==> src/rtl/arbiter_mux.sv <==
`default_nettype none
// +--------------------------------------------------------------------------+
// | arbiter_mux: N-to-1 registered mux with valid/ready and built-in arbiter  |
// | Revision: 1.0                                                             |
// +--------------------------------------------------------------------------+
module arbiter_mux #(
  parameter int CHANNELS = 4,
  parameter int BUS_SIZE = 32,
  parameter int ARB_MODE = 1
) (
  input  logic                         clk,
  input  logic                         reset,
  input  logic [CHANNELS-1:0]          in_valid,
  input  logic [CHANNELS*BUS_SIZE-1:0] data_in,
  output logic [CHANNELS-1:0]          in_ready,
  output logic [BUS_SIZE-1:0]          data_out,
  output logic                         out_valid,
  input  logic                         out_ready,
  output logic [$clog2(CHANNELS)-1:0]  grant
);

  localparam int SEL_W = $clog2(CHANNELS);

  logic                out_valid_q, out_valid_d;
  logic [BUS_SIZE-1:0] data_q, data_d;
  logic [SEL_W-1:0]    grant_q, grant_d;
  logic [SEL_W-1:0]    ptr_q, ptr_d;

  logic [SEL_W-1:0]    sel;
  logic                found;
  logic                load;
  logic                xfer;

  // Explicit wrap so non-power-of-two channel counts never index past the top.
  function automatic int wrap_idx(input int base, input int off);
    int sum;
    sum = base + off;
    if (sum >= CHANNELS) sum = sum - CHANNELS;
    return sum;
  endfunction

  always_comb begin
    sel   = '0;
    found = 1'b0;
    for (int k = 0; k < CHANNELS; k++) begin
      if (ARB_MODE == 0) begin
        if (!found && in_valid[k]) begin
          sel   = SEL_W'(k);
          found = 1'b1;
        end
      end else begin
        if (!found && in_valid[wrap_idx(int'(ptr_q), k)]) begin
          sel   = SEL_W'(wrap_idx(int'(ptr_q), k));
          found = 1'b1;
        end
      end
    end
  end

  assign load = ~out_valid_q | out_ready;
  assign xfer = load & (|in_valid) & ~reset;

  always_comb begin
    in_ready = '0;
    if (xfer) in_ready[sel] = 1'b1;
  end

  always_comb begin
    out_valid_d = out_valid_q;
    data_d      = data_q;
    grant_d     = grant_q;
    ptr_d       = ptr_q;
    if (xfer) begin
      out_valid_d = 1'b1;
      data_d      = data_in[int'(sel)*BUS_SIZE +: BUS_SIZE];
      grant_d     = sel;
      ptr_d       = (int'(sel) == CHANNELS-1) ? '0 : sel + 1'b1;
    end else if (out_ready) begin
      // Drain with nothing to refill: only the valid flag drops.
      out_valid_d = 1'b0;
    end
  end

  always_ff @(posedge clk) begin
    if (reset) begin
      out_valid_q <= 1'b0;
      data_q      <= '0;
      grant_q     <= '0;
      ptr_q       <= '0;
    end else begin
      out_valid_q <= out_valid_d;
      data_q      <= data_d;
      grant_q     <= grant_d;
      ptr_q       <= ptr_d;
    end
  end

  assign out_valid = out_valid_q;
  assign data_out  = data_q;
  assign grant     = grant_q;

endmodule
`default_nettype wire

==> config.mk <==
export PLATFORM = sky130hd
export DESIGN_NAME = arbiter_mux
export DESIGN_NICKNAME = d
export VERILOG_FILES = /design/src/rtl/arbiter_mux.sv
export SDC_FILE = /design/constraint.sdc
export NUM_CORES = 1
export LEC_CHECK = 0
export ABC_AREA = 1
export BUFFER_PORTS_ARGS = -buffer_cell sky130_fd_sc_hd__buf_2
export CAP_MARGIN = 5
export CORE_MARGIN = 4
export CORE_UTILIZATION = 25
export CTS_BUF_LIST = sky130_fd_sc_hd__clkbuf_8
export CTS_CLUSTER_SIZE = 20
export DETAILED_ROUTE_END_ITERATION = 6
export PLACE_DENSITY_LB_ADDON = 0.1
export SLEW_MARGIN = 10
export SYNTH_ARGS = -nofsm -noshare
export SYNTH_HDL_FRONTEND = slang
export SYNTH_SLANG_ARGS = --single-unit
==> constraint.sdc <==
create_clock -name clk -period 2.7 [get_ports clk]
set_clock_uncertainty 0.15 [all_clocks]
set_input_delay 0.54 -clock clk [delete_from_list [all_inputs] [get_ports clk]]
set_output_delay 0.54 -clock clk [all_outputs]
set_load 0.03 [all_outputs]
# [Yosys cells after proc, flatten, opt, wreduce, memory -nomap -nowiden]
# Cells that the tools add are included.
# Widths: inputs -> output; s select.
[op_classes] n_addsub=8 n_lt_le_gt_ge=10 eq_ne=1 shift=1 mux=29 bitwise_logic=5 n_reduce_logical=9
[op_table] op="$lt 32x4->1 const B" count=4
[op_table] op="$mux 32" count=4
[op_table] op="$shiftx 128x8->32" count=1
[op_table] op="$mux 1" count=14
[op_table] op="$sub 3x3->4 const B" count=3
[op_table] op="$mux 2" count=5
[op_table] op="$ge 3x3->1 const B" count=3
[op_table] op="$bmux 1 s2" count=4
[op_table] op="$add 2x2->3 const B" count=2
[op_table] op="$logic_and 1x1->1" count=4
[op_table] op="$mux 4" count=1
[op_table] op="$reduce_or 4->1" count=1
[op_table] op="$sub 2x3->4 const B" count=1
[op_table] op="$add 2x1->3 const B" count=1
[op_table] op="$ge 2x3->1 const B" count=1
[op_table] op="$logic_not 1->1" count=3
[op_table] op="$lt 2x3->1 const B" count=1
[op_table] op="$add 2x1->2 const B" count=1
[op_table] op="$and 1x1->1" count=2
[op_table] op="$demux 1 s2" count=1
[op_table] op="$eq 2x1->1 const B" count=1
[op_table] op="$ge 2x1->1 const B" count=1
[op_table] op="$not 1->1" count=2
[op_table] op="$reduce_bool 2->1" count=1
[op_table] op="$or 1x1->1" count=1
[word_totals] ff_bits=37 in_bits=135 output_inout_bits=39 wordCells=67

# [Longest topological paths before layout]
[logic_depth] depth_word=20 mapped_depth=17 mapped_depth_nobuf=14

# [Worst setup path after synthesis]
# No wires, ideal clock.
[synth_timing] path_type="input -> output" from="in in_valid[3]" to="out in_ready[3]" arrival_ns=2.020 required_time_ns=2.010 setup_slack_ns=-0.010 cell_stages=11 n_path_buf=1 path_cell_list="inv_1 > nand2_1 > nand3_1 > nand2_2 > nor2_4 > nand3_1 > nand3_2 > buf_2 > ha_1 > inv_1 > nor2_1"
[synth_between] elab_chain_len=18 elab_cells_between_ends=34 cone_classes="2 x order compare; 22 x mux; 2 x bitwise; 8 x reduce/logical"
[synth_rtl] element="from (decl)" line="13" text="input logic [CHANNELS-1:0] in_valid,"
[synth_rtl] element="$bmux 1 s2" line="52" text="if (!found && in_valid[wrap_idx(int'(ptr_q), k)]) begin"
[synth_rtl] element="$mux 1 (implied by the code) (2 in a row)" line="52"
[synth_rtl] element="$mux 1" line="52"
[synth_rtl] element="$logic_not 1->1" line="52"
[synth_rtl] element="$logic_and 1x1->1" line="52"
[synth_rtl] element="$mux 1" line="52"
[synth_rtl] element="$logic_not 1->1" line="52"
[synth_rtl] element="$logic_and 1x1->1" line="52"
[synth_rtl] element="$mux 1" line="52"
[synth_rtl] element="$logic_not 1->1" line="52"
[synth_rtl] element="$logic_and 1x1->1" line="52"
[synth_rtl] element="$mux 2" line="52"
[synth_rtl] element="$lt 2x3->1 (implied by the code) / $ge 2x1->1 (equally long branches)" line="65" text="if (xfer) in_ready[sel] = 1'b1;"
[synth_rtl] element="$logic_and 1x1->1 (implied by the code)" line="65"
[synth_rtl] element="$mux 1 (implied by the code)" line="65"
[synth_rtl] element="$demux 1 s2" line="65"
[synth_rtl] element="$mux 4 *" line="65"
[synth_rtl] element="to (decl)" line="15" text="output logic [CHANNELS-1:0] in_ready,"
# Mark *: on every way between the ends. The rest lies on a longest branch, timed or not. The select of a mux whose other input is x is not followed.

# [Final worst setup path]
[layout_timing] from="reg ptr_q[0]" to="out in_ready[3]"
[layout_between] elab_chain_len=20 elab_cells_between_ends=46 cone_classes="7 x add/sub; 6 x order compare; 26 x mux; 7 x reduce/logical"
[layout_rtl] element="from (decl)" line="27" text="logic [SEL_W-1:0] ptr_q, ptr_d;"
[layout_rtl] element="from (signal assigned)" line="94" text="ptr_q <= ptr_d;"
[layout_rtl] element="parallel branches: the longest is 14 deep, another holds $sub 3x3->4"
[layout_rtl] element="$mux 2 *" line="52"
[layout_rtl] element="$lt 2x3->1 (implied by the code) / $ge 2x1->1 (equally long branches)" line="65"
[layout_rtl] element="$logic_and 1x1->1 (implied by the code)" line="65"
[layout_rtl] element="$mux 1 (implied by the code)" line="65"
[layout_rtl] element="$demux 1 s2 *" line="65"
[layout_rtl] element="$mux 4 *" line="65"
# Mark *: on every way between the ends. The select of a mux whose other input is x is not followed.

==> summary.md <==
| Metric | Value |
|---|---|
| Post-route setup TNS | 0 ns |
| Multi-input gate area | 0.001823 sq mm |
| Number of flops mapped to enable cells by yosys | 0 |
| Startpoint type of the worst setup path | flip-flop |
| IO Pins | 174 |
| Worst Path Buf+Inv | 3 |
| Top_reg_cell synth | dfxtp_1 |
| Remaining Overflow, GRT | 0 |
| YS warnings | 0 |
| Worst-Skew Late Latency | 0.28 ns |
| Final hold vios | 0 |
| Tot Pwr | 4.788 mW |
| Hold path endpoint | data_out[25] |
| CP Max Fanout | 6 |
| Fraction of layout cells with a size suffix above 1 | 0.3608 |
| Biggest area consumer among synthesized cells | nand3_1 |
| Post-Syn Instances | 487 |
| Syn Area/Cell | 5.863 sq um |
| DR pass1 iterations | 4 |
| R2R Path Start | ptr_q[0] |
| Slew HR | 0.5616 |
| Syn-to-layout area delta | 39.92% |
| Synth cell types | 24 |
| Final setup fails | 0 |
| Most frequent cells in the layout | nand3_1 (189), buf_2 (169), nand2_1 (135) |
| Initial DRC count | 125 |
| Root buf cell | clkbuf_8 |
| Post-synthesis sequential area ratio | 0.2594 |
| Maximum vdd ir drop | 0.4988 mV |
| Post-synth ARST share | 0 |
| Die H | 114.9 microns |
| Clk sinks | 37 |
| CTS tree | yes |
| Fin crit share | 0.9675 |
| Crit path DAT | 1.92 ns |
| Fmax | 382.8 MHz |
| Cells after DPL | 775 |
| Ant. Diodes | 0 |
| Register-to-register setup slack | 0.37 ns |
| Row count | 38 |
| CP Capture Type | primary output |
| LEAKAGE | 2.253 nW |
| Sequential standard cell area | 748.2 sq um |
| Core area | 0.01103 sq mm |
| Pre-CTS WS | 0.1094 ns |
| GRT Resource Usage Total | 0.1584 |
| R2R cell count | 13 |
| Via count | 3718 |
| Synth top area share | 0.3348 |
| Die width | 114.9 microns |
| IO buf count | 173 |
| Crit-path leading delay family | simple AND/OR/NAND/NOR gates |
| Pin count of the biggest net entering global routing | 65 |
| Clk slew on worst S/H paths | 0.07 ns |
| First-pass GRT wire length | 17.31 mm |
| DRT Wirelength | 10.92 mm |
| Final ANT Viol Nets | 0 |
| Actual slew at the worst max-slew pin | 0.6576 ns |
| Max clock buf depth | 2 |
| Pwr/cell area | 1198 mW/mm^2 |
| WHS | 0.3159 ns |
| CP max stage delay | 0.38 ns |
| CTS Buf Count | 5 |
| H-Tree Depth | 2 |
| Setup ws final | 0.08770 ns |
| Slowest library cell on the worst path | dfxtp_4 |
| Mapped Area | 0.002855 sq mm |
| Commonest non-fill, non-tap cell in the layout | nand3_1 |
| Dpl hpwl | 7.926 mm |
| Status | complete, no violations |
| FILL cells | 1270 |
| Fin cells | 783 |
| Global placement routability congestion | 0.8911 |
| Initial Utilization | 0.2588 |
| Setup CP Type | reg -> out |
| Top cells by area, synth | nand3_1 (33%), dfxtp_1 (26%), nand2_1 (19%) |
| R2R Path End | data_out[31] |
| Worst path cell trace | buf_8, nand2_4, nand2_4, nand2_2, nand2_2, nor2_4, nand4_1, nand3_2, ha_2, inv_2, nor2_4, buf_6 |
| Min-Delay Path Class | reg -> reg |
| Number of vias per cell | 4.748 |
| Req. time, crit path | 2.01 ns |
| Residual DRC count | 0 |
| Minimum clock period | 2.612 ns |
| Net Count, Synth | 623 |
| Die area | 0.01320 sq mm |
| Seq cells post-synth | 37 |
| HP Start | data_out[25] |
| Nets | 779 |
| Drt wl/cell | 13.95 microns |
| Max_cap viols | 0 |
| Number of global-route vias before repair | 3600 |
| Max Slew Vio Count | 0 |
| Antenna violations before repair | 0 |
| WHS Path Cells | 2 |
[worst max-delay path by stage]
stage / start / to / depth (start not counted)
6_report: ptr_q[0] / in_ready[3] / 12
4_1_cts: ptr_q[0] / in_ready[3] / 11
3_3_place_gp: in_valid[3] / in_ready[3] / 12
3_5_place_dp: in_valid[3] / in_ready[3] / 12
2_1_floorplan: in_valid[3] / in_ready[3] / 11
5_1_grt: ptr_q[0] / in_ready[0] / 12
[repair_timing]
action	4_1_cts	5_1_grt
endpoints found under the setup margin	4	4
pin swaps	0	9
setup buffers	0	1
hold buffers	0	0
resized for setup	4	38
[sequential cells by signal (all words and copies together) (netlist names)]
signal	cells
grant	2
ptr_q	2
data_out	32
out_valid	1
[cell families (layout without fill, tap and decap cells)]
group,after synthesis,in the layout,synth area share
AND/OR/NAND/NOR,361,361,0.5828
buffers and inverters,80,236,0.1389
flip-flops,37,37,0.2594
AO/OA/AOI/OAI,8,8,0.01446
adder cells (fa/ha/maj),1,1,0.004381
[synthesized netlist by cell type (3+ instances only)]
| cell | instances |
|---|---|
| buf_2 | 17 |
| buf_4 | 4 |
| buf_6 | 8 |
| clkbuf_1 | 10 |
| dfxtp_1 | 37 |
| inv_1 | 38 |
| nand2_1 | 145 |
| nand2_2 | 8 |
| nand3_1 | 191 |
| nor2_1 | 8 |
| o21ai_0 | 3 |
[metal layers]
metal | global-route usage | wire [microns] | up-vias
met5 | 0 | 0 | -
met4 | 0.03365 | 92 | 0
met3 | 0.03789 | 837 | 8
met2 | 0.2739 | 5309 | 131
met1 | 0.2003 | 4681 | 1670
li1 | - | - | 1909
[worst register-to-register path, stage by stage (launching register included)]
cell and delay (ns):
dfxtp_4 0.41, buf_8 0.15, nand2_2 0.07, nand3_1 0.12
o21ai_2 0.09, nand2_1 0.07, nand2_1 0.06, nand2_2 0.10
buf_4 0.55, nand3_1 0.15, nand3_1 0.13, nand3_1 0.08
nand2_1 0.07, inv_1 0.03
[cell type report]
class | instances | share of cell area
multi-input cells | 370 | 0.4563
repair buffers | 188 | 0.2502
flip-flops and latches | 37 | 0.1873
well taps | 140 | 0.04385
inverters | 41 | 0.03977
clock buffers | 6 | 0.02067
clock inverters | 1 | 0.001879
[power by group]
group,switching [mW],internal (mW),total (mW),leakage (nW)
Sequential,0.122,0.787,0.909,0.311
Combinational,2.34,1.14,3.48,1.90
Clock,0.198,0.202,0.400,0.0433
Total,2.66,2.13,4.79,2.25
[through the flow]
stage               instance area, sq um    util
detailed placement                  3776  0.3423
global route                        3995  0.3622
global placement                    3776  0.3423
floorplan                           2858       -
CTS                                 3874  0.3512
finish                              3995  0.3622
(Power assumes the default switching activity.)
